### src/rtl/link_table_pkg.sv
// Shared types and helpers for the link-table init engine and its
// link-table update path: pointer geometry, FSM states and word slicing.
package link_table_pkg;

    typedef enum logic [1:0] {
        IDLE  = 2'd0,
        WRITE = 2'd1,
        DONE  = 2'd2
    } lt_state_e;

    // Pointer width: page index plus one NULL flag bit on top.
    function automatic int unsigned calc_ptr_width(input int unsigned page_num_log);
        return page_num_log + 32'd1;
    endfunction

    // Memory words needed to hold one pointer (ceiling division).
    function automatic int unsigned calc_wpp(input int unsigned ptr_width,
                                             input int unsigned data_width);
        return (ptr_width + data_width - 32'd1) / data_width;
    endfunction

    // Width of an index counting 0..n-1, never narrower than one bit.
    function automatic int unsigned calc_idx_width(input int unsigned n);
        return (n > 32'd1) ? $clog2(n) : 32'd1;
    endfunction

    // NULL marker: only the flag bit (the MSB) set.
    function automatic logic [63:0] calc_null_ptr(input int unsigned ptr_width);
        return 64'd1 << (ptr_width - 32'd1);
    endfunction

    // Word w of a pointer, least-significant word first; bits above the
    // pointer read as zero, which pads the top word.
    function automatic logic [63:0] ptr_slice(input logic [63:0]   ptr,
                                              input int unsigned   w,
                                              input int unsigned   data_width);
        logic [63:0] shifted;
        logic [63:0] mask;
        shifted = ptr >> (w * data_width);
        mask    = (data_width >= 32'd64) ? {64{1'b1}}
                                         : ((64'd1 << data_width) - 64'd1);
        return shifted & mask;
    endfunction

endpackage

### src/rtl/link_ptr_splitter.sv
// Combinational pointer-to-word mux: selects word w_i of a pointer for a
// link-memory write. Shared by the init engine and the link-table update path.
module link_ptr_splitter
    import link_table_pkg::*;
#(
    parameter int unsigned PTR_WIDTH  = 13,
    parameter int unsigned DATA_WIDTH = 8,
    parameter int unsigned W_WIDTH    = 1
) (
    input  logic [PTR_WIDTH-1:0]  ptr_i,
    input  logic [W_WIDTH-1:0]    w_i,
    output logic [DATA_WIDTH-1:0] data_o
);

    // Select the requested word of the zero-padded pointer.
    always_comb begin
        data_o = DATA_WIDTH'(ptr_slice(64'(ptr_i), 32'(w_i), DATA_WIDTH));
    end

endmodule

### src/rtl/link_table_init_engine.sv
// Linked-list page table initialiser. Walks N pages, writing each page's
// next pointer (p+1, or NULL for the last page) into link memory through a
// valid/ready port, then publishes free-list head/tail/count.
module link_table_init_engine
    import link_table_pkg::*;
#(
    parameter int unsigned PAGE_NUM_LOG = 12,
    parameter int unsigned DATA_WIDTH   = 8,
    parameter int unsigned ADDR_WIDTH   = 16,
    parameter int unsigned BASE_ADDR    = 0
) (
    input  logic                    clk,
    input  logic                    rst_n,
    input  logic                    start,
    input  logic [PAGE_NUM_LOG:0]   cfg_page_num,
    input  logic                    abort,
    output logic                    wr_valid,
    input  logic                    wr_ready,
    output logic [ADDR_WIDTH-1:0]   wr_addr,
    output logic [DATA_WIDTH-1:0]   wr_data,
    output logic                    busy,
    output logic                    done,
    output logic                    err,
    output logic                    aborted,
    output logic                    free_list_valid,
    output logic [PAGE_NUM_LOG:0]   free_head,
    output logic [PAGE_NUM_LOG:0]   free_tail,
    output logic [PAGE_NUM_LOG:0]   free_count
);

    localparam int unsigned PTR_WIDTH = calc_ptr_width(PAGE_NUM_LOG);
    localparam int unsigned CNT_WIDTH = PAGE_NUM_LOG + 1;
    localparam int unsigned WPP       = calc_wpp(PTR_WIDTH, DATA_WIDTH);
    localparam int unsigned W_WIDTH   = calc_idx_width(WPP);

    localparam logic [PTR_WIDTH-1:0] NULL_PTR  = PTR_WIDTH'(calc_null_ptr(PTR_WIDTH));
    localparam logic [CNT_WIDTH-1:0] MAX_PAGES = {1'b1, {PAGE_NUM_LOG{1'b0}}};
    localparam logic [CNT_WIDTH-1:0] CNT_ONE   = CNT_WIDTH'(1);
    localparam logic [W_WIDTH-1:0]   W_LAST    = W_WIDTH'(WPP - 1);
    localparam logic [W_WIDTH-1:0]   W_ONE     = W_WIDTH'(1);

    lt_state_e              state_q, state_d;
    logic [CNT_WIDTH-1:0]   n_q, n_d;
    logic [CNT_WIDTH-1:0]   p_q, p_d;
    logic [W_WIDTH-1:0]     w_q, w_d;
    logic                   done_q, done_d;
    logic                   err_q, err_d;
    logic                   aborted_q, aborted_d;
    logic                   flv_q, flv_d;
    logic [PTR_WIDTH-1:0]   head_q, head_d;
    logic [PTR_WIDTH-1:0]   tail_q, tail_d;
    logic [CNT_WIDTH-1:0]   count_q, count_d;

    logic                   in_write_s;
    logic                   last_page_s;
    logic                   start_legal_s;
    logic [PTR_WIDTH-1:0]   ptr_s;
    logic [ADDR_WIDTH-1:0]  addr_s;

    // Decode datapath controls from the current state and page/word counters.
    always_comb begin
        in_write_s    = (state_q == WRITE);
        last_page_s   = (p_q == (n_q - CNT_ONE));
        start_legal_s = (cfg_page_num != {CNT_WIDTH{1'b0}}) && (cfg_page_num <= MAX_PAGES);
        addr_s        = ADDR_WIDTH'(BASE_ADDR) + ADDR_WIDTH'(32'(p_q) * WPP) + ADDR_WIDTH'(w_q);
        if (!in_write_s) begin
            ptr_s = {PTR_WIDTH{1'b0}};
        end else if (last_page_s) begin
            ptr_s = NULL_PTR;
        end else begin
            ptr_s = PTR_WIDTH'(p_q + CNT_ONE);
        end
    end

    // Gated ptr keeps wr_data at zero outside WRITE.
    link_ptr_splitter #(
        .PTR_WIDTH  (PTR_WIDTH),
        .DATA_WIDTH (DATA_WIDTH),
        .W_WIDTH    (W_WIDTH)
    ) u_splitter (
        .ptr_i  (ptr_s),
        .w_i    (w_q),
        .data_o (wr_data)
    );

    // Next-state and pulse logic; abort outranks a same-cycle accept.
    always_comb begin
        state_d   = state_q;
        n_d       = n_q;
        p_d       = p_q;
        w_d       = w_q;
        done_d    = 1'b0;
        err_d     = 1'b0;
        aborted_d = 1'b0;
        flv_d     = flv_q;
        head_d    = head_q;
        tail_d    = tail_q;
        count_d   = count_q;
        case (state_q)
            IDLE: begin
                if (start && start_legal_s) begin
                    state_d = WRITE;
                    n_d     = cfg_page_num;
                    p_d     = {CNT_WIDTH{1'b0}};
                    w_d     = {W_WIDTH{1'b0}};
                    flv_d   = 1'b0;
                end else if (start) begin
                    err_d = 1'b1;
                end else begin
                    state_d = IDLE;
                end
            end
            WRITE: begin
                if (abort) begin
                    state_d   = IDLE;
                    aborted_d = 1'b1;
                    p_d       = {CNT_WIDTH{1'b0}};
                    w_d       = {W_WIDTH{1'b0}};
                end else if (wr_ready) begin
                    if (w_q == W_LAST) begin
                        w_d = {W_WIDTH{1'b0}};
                        if (last_page_s) begin
                            state_d = DONE;
                            done_d  = 1'b1;
                            flv_d   = 1'b1;
                            head_d  = {PTR_WIDTH{1'b0}};
                            tail_d  = PTR_WIDTH'(n_q - CNT_ONE);
                            count_d = n_q;
                        end else begin
                            p_d = p_q + CNT_ONE;
                        end
                    end else begin
                        w_d = w_q + W_ONE;
                    end
                end else begin
                    state_d = WRITE;
                end
            end
            DONE: begin
                state_d = IDLE;
            end
            default: begin
                state_d = IDLE;
            end
        endcase
    end

    // State and output registers, cleared asynchronously by rst_n.
    always_ff @(posedge clk or negedge rst_n) begin
        if (!rst_n) begin
            state_q   <= IDLE;
            n_q       <= {CNT_WIDTH{1'b0}};
            p_q       <= {CNT_WIDTH{1'b0}};
            w_q       <= {W_WIDTH{1'b0}};
            done_q    <= 1'b0;
            err_q     <= 1'b0;
            aborted_q <= 1'b0;
            flv_q     <= 1'b0;
            head_q    <= {PTR_WIDTH{1'b0}};
            tail_q    <= {PTR_WIDTH{1'b0}};
            count_q   <= {CNT_WIDTH{1'b0}};
        end else begin
            state_q   <= state_d;
            n_q       <= n_d;
            p_q       <= p_d;
            w_q       <= w_d;
            done_q    <= done_d;
            err_q     <= err_d;
            aborted_q <= aborted_d;
            flv_q     <= flv_d;
            head_q    <= head_d;
            tail_q    <= tail_d;
            count_q   <= count_d;
        end
    end

    assign wr_valid        = in_write_s;
    assign busy            = in_write_s;
    assign wr_addr         = in_write_s ? addr_s : {ADDR_WIDTH{1'b0}};
    assign done            = done_q;
    assign err             = err_q;
    assign aborted         = aborted_q;
    assign free_list_valid = flv_q;
    assign free_head       = head_q;
    assign free_tail       = tail_q;
    assign free_count      = count_q;

endmodule

### config.mk
export PLATFORM = sky130hd
export DESIGN_NAME = link_table_init_engine
export DESIGN_NICKNAME = d
export VERILOG_FILES = /design/src/rtl/link_table_pkg.sv /design/src/rtl/link_ptr_splitter.sv /design/src/rtl/link_table_init_engine.sv
export SDC_FILE = /design/constraint.sdc
export NUM_CORES = 1
export LEC_CHECK = 0
export ABC_AREA = 1
export BUFFER_PORTS_ARGS = -buffer_cell sky130_fd_sc_hd__buf_4
export CORE_ASPECT_RATIO = 2
export CORE_MARGIN = 5
export CORE_UTILIZATION = 56
export CTS_BUF_LIST = sky130_fd_sc_hd__clkbuf_8
export CTS_CLUSTER_DIAMETER = 120
export DETAILED_ROUTE_END_ITERATION = 10
export PLACE_DENSITY = 0.9
export SYNTH_ARGS = -nofsm -noshare
export SYNTH_HDL_FRONTEND = slang
export SYNTH_SLANG_ARGS = --single-unit
### constraint.sdc
create_clock -name clk -period 2.54 [get_ports clk]
set_input_delay 0 -clock clk [delete_from_list [all_inputs] [get_ports clk]]
set_output_delay 0 -clock clk [all_outputs]
set_load 0.1 [all_outputs]
# After elaboration in Yosys (flattened, before gate mapping)
# Cells that the tools add are included.
dict set report totals {
  in_bits 18
  regBits 59
}
dict set report op_classes {
  bitwise_logic 1
  reduce_logical 11
  mux 36
  eq_ne 13
  magnitude_cmp 1
  shifts 1
  n_addsub 4
}
# cell n
set ops {}
lappend ops {{13-bit two-way mux} 7}
lappend ops {{13-bit one-hot mux with 2 select lines} 1}
lappend ops {{1-bit two-way mux} 18}
lappend ops {{14-bit by 1-bit adder with 15-bit output} 1}
lappend ops {{15-bit two-way mux} 1}
lappend ops {{13-bit by 1-bit adder with 13-bit output, second input constant} 1}
lappend ops {{13-bit == test} 1}
lappend ops {{13-bit <= comparator, second input constant} 1}
lappend ops {{13-bit nonzero test} 1}
lappend ops {{13-bit by 4-bit >> shifter with 8-bit output} 1}
lappend ops {{13-bit by 1-bit subtractor with 13-bit output, second input constant} 1}
lappend ops {{2-bit two-way mux} 6}
lappend ops {{3-bit != test, second input constant} 4}
lappend ops {{5-bit AND reduction} 2}
lappend ops {{2-bit != test, second input constant} 4}
lappend ops {{3-bit AND reduction} 2}
lappend ops {{6-bit AND reduction} 1}
lappend ops {{4-bit by 3-bit != test with 1-bit output, second input constant} 1}
lappend ops {{4-bit != test, second input constant} 1}
lappend ops {{1-bit one-hot mux with 2 select lines} 2}
lappend ops {{2-bit one-hot mux with 2 select lines} 1}
lappend ops {{2-bit by 1-bit == test with 1-bit output, second input constant} 1}
lappend ops {{1-bit logical AND} 2}
lappend ops {{2-bit logical NOT} 1}
lappend ops {{other kinds (5)} 5}

# Depth between registers and ports, before layout
dict set report depth {
  depth_word 7
  ltp_mapped 18
  ltp_nobuf 17
}

# By module
# A second synthesis with hierarchy kept.
dict set report hier_totals {
  cells_unflattened 527
  area_unflattened_um2 3724.8
}
# module n_inst seq_area_each_um2 area_each_um2 cells_each
set modules_own_cells {}
lappend modules_own_cells {link_table_init_engine 1 1476.4 3631.0 504}
lappend modules_own_cells {link_ptr_splitter 1 0.0 93.8 23}

# Worst setup path after synthesis
# Ideal clock, no wire load.
dict set report synth_path {
  path_kind {reg2out}
  from {register n_q[0]}
  to {output wr_data[3]}
  arrival_time_ns 3.746
  slack_ns -1.206
  required_ns 2.540
  path_buffers 0
  path_stages_with_launch 15
  path_cell_list {dfrtp_1 -> inv_2 -> ha_1 -> nand2_1 -> nor2_2 -> nand2_1 -> nand2_1 -> nand2_1 -> nand2_1 -> nor2_1 -> nand2_1 -> nor2_4 -> nand2_1 -> nand2_1 -> nor3_1}
}
dict set report synth_via {
  elab_chain_len 5
}
# item line
set synth_lines {}
lappend synth_lines {{from (decl)} link_table_init_engine.sv:43} ;# logic [CNT_WIDTH-1:0] n_q, n_d;
lappend synth_lines {{from (signal assigned)} link_table_init_engine.sv:152} ;# n_q <= {CNT_WIDTH{1'b0}};
lappend synth_lines {{from (signal assigned)} link_table_init_engine.sv:164} ;# n_q <= n_d;
lappend synth_lines {{13-bit by 1-bit subtractor with 13-bit output} link_table_init_engine.sv:63} ;# last_page_s = (p_q == (n_q - CNT_ONE));
lappend synth_lines {{13-bit == test} link_table_init_engine.sv:63}
lappend synth_lines {{13-bit two-way mux} link_table_init_engine.sv:68} ;# end else if (last_page_s) begin
lappend synth_lines {{13-bit two-way mux} link_table_init_engine.sv:66} ;# if (!in_write_s) begin
lappend synth_lines {{13-bit by 4-bit >> shifter with 8-bit output} link_table_pkg.sv:39} ;# shifted = ptr >> (w * data_width);
lappend synth_lines {{to (decl)} link_table_init_engine.sv:20} ;# output logic [DATA_WIDTH-1:0] wr_data,
# No other way between the ends.

# Worst setup path after layout
dict set report layout_path {
  from {register n_q[2]}
  to {output wr_data[2]}
}
# The elaborated chain is that of the path after synthesis.

==> results_dict.tcl <==
set metrics [dict create \
    clock_sinks 59 \
    crit_path_cell_trace "nor2_2 > nand2_4 > nor2_8 > nand2_1 > nand2_1 > nand2_1 > nand2_1 > nand2_2 > nand2_2 > nor2_4 > nand2_4 > nand3_1 > a21oi_2 > buf_12" \
    cts_tree "yes" \
    cts_max_level 3 \
    cp_common_cell "nand2_1" \
    r2r-end "free_tail[6]" \
    diodes 0 \
    fill_cells 511 \
    period_minus_slack_ns 2.44 \
    yosys_warnings 0 \
    worst_r2r_path_depth 16 \
    path_clk_slew_ns 0.08 \
    dieArea_um2 8420 \
    cpLargestDelayFamily "simple AND/OR/NAND/NOR gates" \
    comb_power_share_pct 32.7 \
    rrSetupSlack_ns 0.25 \
    antenna_found_initial 0 \
    internal_power_uw 1930 \
    viasPerCell 5.24 \
    layout.cells.non_filler 686 \
    netlist_instances 501 \
    cp-start-kind "register" \
    critPathMaxStageDelay_ns 0.47 \
    synth_cell_type_count 33 \
    pwr-share-clk_pct 33.2 \
    grt_max_degree 60 \
    synth_area_leaders "dfrtp_1 40%, nand2_1 16%, nor2_1 6.6%, o21ai_2 5.5%, nand3_1 4.7%" \
    max_slew_margin_pct 51.0 \
    synth_edf_count 0 \
    dr.pass1.iters 7 \
    ioPinCount 87 \
    worstSetupStartpoint "n_q[2]" \
    first_global_vias 3630 \
    path_buf_inv 1 \
    dp_slack_ns 0.0920 \
    drive_gt1_share_pct 31.9 \
    power_frac_seq_pct 34.1 \
    place.detailed.hpwl_um 7410 \
    areaGrowthSynthToFinish_pct 33.6 \
    rows 42 \
    synth_common_cells "156 x nand2_1, 65 x nor2_1, 59 x dfrtp_1" \
    globalRouteOverflowTotal 0 \
    worstPathArrival_ns 2.44 \
    async_flop_share_pct 100 \
    fmax_mhz 410 \
    drt_iter0_markers 316 \
    p_leak_uw 0.00249 \
    hold_path_class "primary input to asynchronous set/reset pin" \
    post-route-period-util_pct 96.0 \
    clock_latency_ns 0.37 \
    cap_violations 0 \
    die_y_um 125 \
    grt.total_usage_pct 26.6 \
    synth_largest_area_cell "dfrtp_1" \
    final_hold_viol_count 0 \
    switching_share_pct 39.5 \
    finalWorstSetupSlack_ns 0.102 \
    critPathKind "register to primary output" \
    cp.required_ns 2.54 \
    floorplan.initialDensity_pct 56.7 \
    holdWs_ns 0.250 \
    die_x_um 67.4 \
    skew_ns 0.0104 \
    coreArea_um2 6520 \
    tightest_slew_ns 0.735 \
    wl_um 10400 \
    critPathMaxFanout 5 \
    placedCellCount 647 \
    utilization_pct 75.7 \
    fin_nets 613 \
    synth_top_area_share_pct 40.0 \
    peakVddDrop_mv 0.488 \
    cp_slowest_cell "dfrtp_1" \
    endpoint_kind "primary output" \
    synth.most_common_cell "nand2_1" \
    synth.avg_cell_area_um2 7.37 \
    finalSetupViolCount 0 \
    cts_buffer_depth 2 \
    wl_per_cell_um 15.2 \
    vias 3597 \
    power.density_nw_per_um2 646 \
    finalInstanceArea_um2 4930 \
    post_dp_cell_area_um2 4260 \
    drv_slew 0 \
    run_status "finished, final reports clean" \
    r2r-start "n_q[2]" \
    gp_congestion 0.977 \
    grt_pass1_wl_um 17000 \
    ys_seq_area_share_pct 40.0 \
    root_buffer "clkbuf_8" \
    antenna_left 0 \
    synth_flop_cell "dfrtp_1" \
    io_buffers 71 \
    cts_made_buffers 9 \
    synth_area_um2 3690 \
    power.switching_uw 1260 \
    synth-seq-cells 59 \
    route.detailed.drc 0 \
]
## per-stage QoR
step	setup TNS (ns)	power (uW)
final	0	3190
after global routing	-0.0151	3340
after CTS	0	3110
after detailed placement	0	2010
after global placement	0	2000
after floorplan	-2.38	1820
## placed cells by master (no fill, tap or decap), types with 4 or more instances in the layout
cell type      instances
buf_12                 6
buf_4                 71
clkbuf_8               9
conb_1                15
dfrtp_1               55
dfrtp_2                4
dlygate4sd3_1         17
inv_1                 43
inv_2                  6
nand2_1              147
nand2_2               13
nand3_1               34
nand4_1                6
nor2_1                48
nor2_2                20
nor2_4                 8
nor3_4                 5
o21ai_0               19
o21ai_2               26
xor2_1                 8
## power by group through the flow
stage                     Clock, uW  Combinational [uW]  Sequential, uW
after floorplan                   0                 736            1090
after global placement            0                 907            1090
after detailed placement          0                 919            1090
after CTS                      1060                 971            1080
after global routing           1110                1130            1090
final                          1060                1040            1090
## sequential cells by signal, summed over array words and instances, names as in the netlist
signal and cells:
state_q 2, free_tail 13, aborted 1, done 1, n_q 13, free_count 13, err 1, p_q 13
free_list_valid 1, w_q 1
## worst max-delay path by stage
| stage | end | slack (ns) | cells past startpoint |
|---|---|---|---|
| floorplan | wr_data[1] | -0.47 | 14 |
| global placement | wr_data[6] | 0.20 | 15 |
| detailed placement | wr_data[1] | 0.09 | 16 |
| CTS | wr_data[2] | 0.04 | 12 |
| finish | wr_data[2] | 0.10 | 14 |
| global route | wr_data[4] | -0.02 | 12 |
## final cells by class
type	instances	area (um2)	share of cell area, %
multi-input combinational	376	2050	41.6
clock inverter	7	116	2.36
clock buffer	9	124	2.51
timing repair buffer	97	857	17.4
tap	88	110	2.23
sequential	59	1480	30.0
inverter	50	190	3.85
## timing repair
action / 4_1_cts / 5_1_grt
pin swaps: 2 / 5
buffers inserted: 1 / 5
hold buffers: 17 / 0
endpoints found under the hold margin: 75 / 0
setup endpoints to repair: 8 / 8
gates resized for setup: 22 / 39
## layer usage
layer / vias to the layer above / global-route usage, % / part of all wire (%)
li1: 1725 / - / -
met1: 1670 / 30.7 / 37
met2: 166 / 44.8 / 53
met3: 36 / 4.33 / 6.6
met4: 0 / 15.1 / 3.8
met5: - / 0 / 0
## cell families (layout without fill, tap and decap cells)
group / after synthesis / after routing / synth area share [%]
buf+inv: 80 / 163 / 11.1
simple gates: 298 / 298 / 36.2
other cells: 1 / 15 / 0.102
fa+ha+maj: 2 / 2 / 0.678
compound gates: 51 / 51 / 9.25
flops: 59 / 59 / 40.0
xor+xnor: 10 / 10 / 2.74
Power figures use the tool's default switching activity.
